===== config.mk =====
export PLATFORM = sky130hd
export DESIGN_NAME = spi_master_ram_ctrl
export DESIGN_NICKNAME = d
export VERILOG_FILES = /design/src/rtl/spi_master_ram_ctrl.sv
export SDC_FILE = /design/constraint.sdc
export NUM_CORES = 1
export LEC_CHECK = 0
export CAP_MARGIN = 15
export CELL_PAD_IN_SITES_DETAIL_PLACEMENT = 0
export CELL_PAD_IN_SITES_GLOBAL_PLACEMENT = 1
export CORE_ASPECT_RATIO = 0.6
export CORE_MARGIN = 10
export CORE_UTILIZATION = 30
export CTS_CLUSTER_SIZE = 20
export DETAILED_ROUTE_END_ITERATION = 7
export DONT_BUFFER_PORTS = 1
export PLACE_DENSITY_LB_ADDON = 0.1
export SLEW_MARGIN = 20
export SYNTH_ARGS = -nofsm -noshare
export SYNTH_HDL_FRONTEND = slang
export SYNTH_SLANG_ARGS = --single-unit

===== constraint.sdc =====
create_clock -name clk -period 3.7 [get_ports clk]
set_input_delay 0.37 -clock clk [delete_from_list [all_inputs] [get_ports clk]]
set_output_delay 0.37 -clock clk [all_outputs]
set_load 0.02 [all_outputs]

===== src/rtl/spi_master_ram_ctrl.sv =====
// SPI master that turns parallel commands into SS_n-framed serial transfers for the SPI-slave/RAM subsystem.
// Optional macro SPI_MASTER_SEQ_CHECK_EN adds cmd_err, flagging rd-data issued without a preceding rd-addr.
module spi_master_ram_ctrl #(
  parameter int RD_WAIT = 2,
  parameter int GAP     = 1
) (
  input  logic       clk,
  input  logic       rst_n,
  input  logic       cmd_valid,
  output logic       cmd_ready,
  input  logic [1:0] cmd_type,
  input  logic [7:0] cmd_data,
  output logic       rsp_valid,
  output logic [7:0] rsp_data,
  output logic       busy,
  output logic       MOSI,
  output logic       SS_n,
  input  logic       MISO
`ifdef SPI_MASTER_SEQ_CHECK_EN
  ,
  output logic       cmd_err
`endif
);

  localparam logic [3:0] WAIT_LAST = 4'(RD_WAIT - 1);
  localparam logic [3:0] GAP_LAST  = 4'(GAP - 1);

  typedef enum logic [2:0] {
    S_IDLE,
    S_CTRL,
    S_SHIFT,
    S_WAIT,
    S_RECV,
    S_GAP
  } state_t;

  state_t      r_state;
  state_t      w_next;
  logic        w_accept;
  logic [3:0]  r_cnt;
  logic [1:0]  r_cmd;
  logic [9:0]  r_sreg;
  logic [6:0]  r_rx;
  logic        r_rsp_valid;
  logic [7:0]  r_rsp_data;

  always_ff @(posedge clk) begin
    if (!rst_n) r_state <= S_IDLE;
    else        r_state <= w_next;
  end

  always_comb begin
    w_next    = r_state;
    w_accept  = 1'b0;
    cmd_ready = 1'b0;
    busy      = 1'b1;
    SS_n      = 1'b0;
    MOSI      = 1'b0;
    case (r_state)
      S_IDLE: begin
        cmd_ready = 1'b1;
        busy      = 1'b0;
        SS_n      = 1'b1;
        if (cmd_valid) begin
          w_accept = 1'b1;
          w_next   = S_CTRL;
        end
      end
      // the control bit equals cmd_type[1], which is also the top bit of the word
      S_CTRL: begin
        MOSI   = r_sreg[9];
        w_next = S_SHIFT;
      end
      S_SHIFT: begin
        MOSI = r_sreg[9];
        if (r_cnt == 4'd0) w_next = (r_cmd == 2'b11) ? S_WAIT : S_GAP;
      end
      S_WAIT: begin
        if (r_cnt == 4'd0) w_next = S_RECV;
      end
      S_RECV: begin
        if (r_cnt == 4'd0) w_next = S_GAP;
      end
      S_GAP: begin
        SS_n = 1'b1;
        if (r_cnt == 4'd0) w_next = S_IDLE;
      end
      default: begin
        SS_n   = 1'b1;
        w_next = S_IDLE;
      end
    endcase
  end

  // one down-counter serves every timed state; it is reloaded on each state change
  always_ff @(posedge clk) begin
    if (!rst_n) begin
      r_cnt <= 4'd0;
      r_cmd <= 2'b00;
    end else begin
      if (w_accept) r_cmd <= cmd_type;
      if (w_next != r_state) begin
        case (w_next)
          S_SHIFT: r_cnt <= 4'd9;
          S_WAIT:  r_cnt <= WAIT_LAST;
          S_RECV:  r_cnt <= 4'd7;
          S_GAP:   r_cnt <= GAP_LAST;
          default: r_cnt <= 4'd0;
        endcase
      end else if (r_cnt != 4'd0) begin
        r_cnt <= r_cnt - 4'd1;
      end
    end
  end

  always_ff @(posedge clk) begin
    if (w_accept)                r_sreg <= {cmd_type, cmd_data};
    else if (r_state == S_SHIFT) r_sreg <= {r_sreg[8:0], 1'b0};
    if (r_state == S_RECV)       r_rx   <= {r_rx[5:0], MISO};
  end

  // the eighth sample goes straight into rsp_data as the frame enters GAP
  always_ff @(posedge clk) begin
    if (!rst_n) begin
      r_rsp_valid <= 1'b0;
      r_rsp_data  <= 8'h00;
    end else begin
      r_rsp_valid <= (r_state == S_RECV) && (r_cnt == 4'd0);
      if ((r_state == S_RECV) && (r_cnt == 4'd0)) r_rsp_data <= {r_rx, MISO};
    end
  end

  assign rsp_valid = r_rsp_valid;
  assign rsp_data  = r_rsp_data;

`ifdef SPI_MASTER_SEQ_CHECK_EN
  logic r_rd_addr_sent;
  logic r_cmd_err;

  always_ff @(posedge clk) begin
    if (!rst_n) begin
      r_rd_addr_sent <= 1'b0;
      r_cmd_err      <= 1'b0;
    end else begin
      r_cmd_err <= w_accept && (cmd_type == 2'b11) && !r_rd_addr_sent;
      if (w_accept && (cmd_type == 2'b10)) r_rd_addr_sent <= 1'b1;
      if (w_accept && (cmd_type == 2'b11)) r_rd_addr_sent <= 1'b0;
    end
  end

  assign cmd_err = r_cmd_err;
`endif

endmodule

## After elaboration in Yosys (flattened, before gate mapping)

Index checks and enable logic that the tools add are counted.

| cells by class | value |
|---|---|
| reductions and logical operators | 8 |
| add/sub/neg operators | 1 |
| equal/unequal tests | 10 |
| multiplexer cells | 18 |

Operators with widths:

| cell | count |
|---|---|
| 10-bit two-way mux | 2 |
| 3-bit two-way mux | 6 |
| 3-bit one-hot mux with 6 select lines | 1 |
| 3-bit by 2-bit == test with 1-bit output (second input constant) | 4 |
| 4-bit one-hot mux with 3 select lines | 1 |
| 3-bit == test (second input constant) | 3 |
| 4-bit two-way mux | 2 |
| 1-bit two-way mux | 6 |
| 4-bit logical NOT | 1 |
| 2-bit nonzero test | 2 |
| 4-bit nonzero test | 1 |
| 4-bit OR reduction | 1 |
| 4-bit by 1-bit subtractor with 4-bit output (second input constant) | 1 |
| 3-bit by 1-bit == test with 1-bit output (second input constant) | 1 |
| 3-bit logical NOT | 1 |
| 3-bit inequality test | 1 |
| 2-bit == test (second input constant) | 1 |
| 2-bit OR reduction | 1 |
| 1-bit logical AND | 1 |

| storage, ports and cells | value |
|---|---|
| bits of input ports | 14 |
| register bits after elaboration | 35 |
| word-level logic and storage cells | 44 |

## Longest topological paths before layout

| logic depth | value |
|---|---|
| word-level depth | 7 |
| mapped depth | 7 |
| gate-level depth less buffers | 5 |

## Worst setup path after synthesis

No wires, ideal clock.

| timing | value |
|---|---|
| path kind | register to output |
| start point | reg r_state[1] |
| end point | out SS_n |
| required time | 3.330 ns |
| path slack | 2.068 ns |
| data arrival time | 1.262 ns |
| stages on the path, launching flop included | 5 |
| cells stage by stage | dfxtp_1 > buf_6 > buf_2 > or3_1 > nand2_1 |

| between the ends | value |
|---|---|
| longest elaborated chain between the ends | 3 |
| elaborated cells on any way between the ends | 6 |
| classes of those cells | 4 x eq/ne; 1 x mux; 1 x reduce/logical |

RTL lines:

| item | line | source |
|---|---|---|
| start: declaration | 37 | `state_t r_state;` |
| start signal: assignment | 49 | `else r_state <= w_next;` |
| 3-bit by 2-bit == test with 1-bit output (tied with other cells) | 59 | `case (r_state)` |
| 4-bit OR reduction (no line) * | n/a |  |
| 1-bit two-way mux * | 59 |  |
| end: declaration | 17 | `output logic SS_n,` |

Every way passes the cells marked *; elsewhere a longest branch is shown, timed or not.

## Worst setup path in the final report

| timing | value |
|---|---|
| start point | reg r_state[1] |
| end point | out MOSI |

| between the ends | value |
|---|---|
| longest elaborated chain between the ends | 3 |
| elaborated cells on any way between the ends | 4 |
| classes of those cells | 2 x eq/ne; 1 x mux; 1 x reduce/logical |

RTL lines:

| item | line | source |
|---|---|---|
| 3-bit by 2-bit == test with 1-bit output / 3-bit by 1-bit == test with 1-bit output (equally long branches) | 59 |  |
| 2-bit OR reduction (no line) * | n/a |  |
| 1-bit two-way mux * | 59 |  |
| end: declaration | 16 | `output logic MOSI,` |

Marks and branches as above.

==> run metrics <==
library cells used by synthesis=39; post-CTS sizing=0; Syn-to-layout area delta=6.522%; Starting Density=a little under a third; CTS buffer count=5; CTS root buf=clkbuf_8; Rel. slew slack=between 30% and 40%; post-CTS setup buffers=0; router iterations before antenna repair=4; share of cells above drive strength 1=8.125%; Mapped Area=1612 um^2; CP max stage cell=dfxtp_1; Peak supply drop=between 200 and 300 uV; vias after detailed routing=about 1200; CTS clk-pin slew, worst paths=around 0.070 ns; vias in the first global route=1114; number of synthesized register bits=35; Fin Setup TNS=0 ns; worst clock skew=between 0.006 and 0.007 ns; CP Class=reg -> out; initial antenna violation count=0; DRT iter0 DRCs=58; Final min period=between 2 and 2.5 ns; CP startpoint kind=register; CP delay by family, top=flip-flops; fin cells=between 200 and 250; part of the power in registers=a little under half; Die W=around 110 um; ys flop type=dfxtp_1; Avg Cell Area, Syn=9.887 um^2; Async SR Flop Fraction=0%; Critical Path AT=~1.8 ns; Die H=76.77 um; Clk Latency, worst-skew pair=0.28 ns; final period utilization=58.00%; Routed WL=3627 um; sequential share of the synthesized area=54.04%; HP Class=in -> reg; Max Fclk=roughly 470 MHz; run status=finished, final reports clean; WL per Instance=roughly 16 um; first-pass GRT wire length=between 5000 and 6000 um; Synth Net Count=roughly 180; total die area=between 8000 and 9000 um^2; Fin. Hold Viols=0; Overall Global Routing Usage=roughly 8.4%; Cell Count Post-Placement=between 200 and 250; top post-synthesis cells by area=edfxtp_1, dfxtp_1, nand2_1, a21oi_1, o21ai_0; Overall Power=roughly 1.4 mW; io pins=27; H-tree level count=2; clk sinks=35; Critical Path End Type=output port; crit path max fanout=20; Fin Hold WS=around 0.18 ns; input/output buffers=0; FILL cells=529; hold_buf cts=0; CTS tree=done; Post-synth EDFFs=17; P_leak=between 0.6 and 0.7 nW; Crit path depth=2; Worst Path Buf+Inv=0; top-area cell type share of the netlist area=between 30% and 40%; post-detail-place hpwl=about 2600 um; num rows=20; post-synth top area cell=edfxtp_1; pwr dens=about 820 nW/um^2; grt ovf=0; Combinational Power Share=between 30% and 40%; worst path required time=3.33 ns; number of inserted diodes=0; Vias/cell=roughly 5.1; Max-cap violations=0; switching pwr=approximately 0.55 mW; RSZ-0062 raised after global routing=no; hold path cells=0; Sw Ratio=39.26%; Clk pwr share=a little under a fifth; pin count of the biggest net entering global routing=21; synth cell count leaders=nand2_1, dfxtp_1, edfxtp_1; Slew Viols, Final=0; Setup violations, final=0; Final ANT Viol Nets=0; Syn Inst Count=163; Register-to-Register Path Depth=4; Largest stage delay, worst path=between 0.7 and 0.8 ns; most frequent cell after synthesis=nand2_1; DRC=0; Core Area=between 5000 and 6000 um^2; number of synthesis warnings=0; CP Cell Sequence=xnor2_1, nor3b_1; Internal Pwr Total=between 0.8 and 0.9 mW; worst-margin pin slew=between 0.9 and 1 ns; GP Congestion=about 0.85; # nets final=174; fin util=between 30% and 40%; clock buffer depth=2
## area by class of cell
type                            count  area, um^2  area share [%]
Multi-Input combinational cell    110       646.9           37.68
Clock buffer                        6       72.57           4.227
Tap cell                           66       82.58           4.810
Sequential cell                    35       870.8           50.73
Timing Repair Buffer                1       7.507          0.4373
Inverter                            6       23.77           1.385
Clock inverter                      2       12.51          0.7289
## final timing paths
kind | to | startpoint | slack [ns]
worst max-delay path | MOSI | r_state[1]$_SDFF_PN0_ | 1.55
worst min-delay path | r_rx[0]$_DFFE_PP_ | MISO | 0.18
worst min register to register | r_rx[2]$_DFFE_PP_ | r_rx[1]$_DFFE_PP_ | 0.46
worst max register to register | rsp_data[0]$_SDFFE_PN0P_ | r_state[1]$_SDFF_PN0_ | 1.84
## power by group through the flow
stage               registers (mW)  clock network, mW  logic [mW]
finish                       0.644              0.268       0.489
global route                 0.663              0.299       0.553
CTS                          0.645              0.279       0.497
detailed placement           0.653                  0       0.493
global placement             0.651                  0       0.490
floorplan                    0.595                  0       0.474
## metal layers
layer / wire length, um / vias to the layer above / global-route usage [%] / share of wire (%)
met5: 0 / - / 0 / 0
met4: 51 / 0 / 3.367 / 1.4
met3: 327 / 8 / 4.040 / 9.0
met2: 1431 / 32 / 10.99 / 39
met1: 1816 / 538 / 11.22 / 50
li1: - / 575 / - / -
## stage by stage
stage | setup slack [ns] | cell area [um^2]
floorplan | 2.068 | 1612
global placement | 1.801 | 1632
detailed placement | 1.819 | 1632
CTS | 1.517 | 1717
global route | 1.437 | 1717
finish | 1.554 | 1717
## cells by family after synthesis
kind of cell | count (synthesis) | synth area share [%]
xor gates and xnor gates | 4 | 2.174
AOI/OAI and AO/OA | 40 | 15.76
buffers and inverters | 18 | 6.210
and+or+nand+nor | 65 | 21.04
DFF | 35 | 54.04
adders and majority gates | 1 | 0.7763
## cells in the final DEF, fill, tap and decap left out, drive strengths merged, types with 2 or more instances in the layout
| cell | n |
|---|---|
| a2111oi | 3 |
| a211o | 3 |
| a211oi | 3 |
| a21oi | 13 |
| and2 | 3 |
| clkbuf | 6 |
| clkinv | 2 |
| dfxtp | 18 |
| edfxtp | 17 |
| inv | 5 |
| nand2 | 33 |
| nand2b | 3 |
| nand3 | 8 |
| nor2 | 2 |
| nor3 | 2 |
| nor3b | 2 |
| nor4 | 2 |
| o21a | 4 |
| o21ai | 11 |
| or3b | 2 |
| or4b | 2 |
| xnor2 | 3 |
## flip-flops by register name, summed over array words and instances, names as in the netlist
| name | flops |
|---|---|
| r_cnt | 4 |
| r_rx | 7 |
| r_cmd | 2 |
| r_sreg | 10 |
| rsp_data | 8 |
| rsp_valid | 1 |
| r_state | 3 |
(Power assumes the default switching activity.)
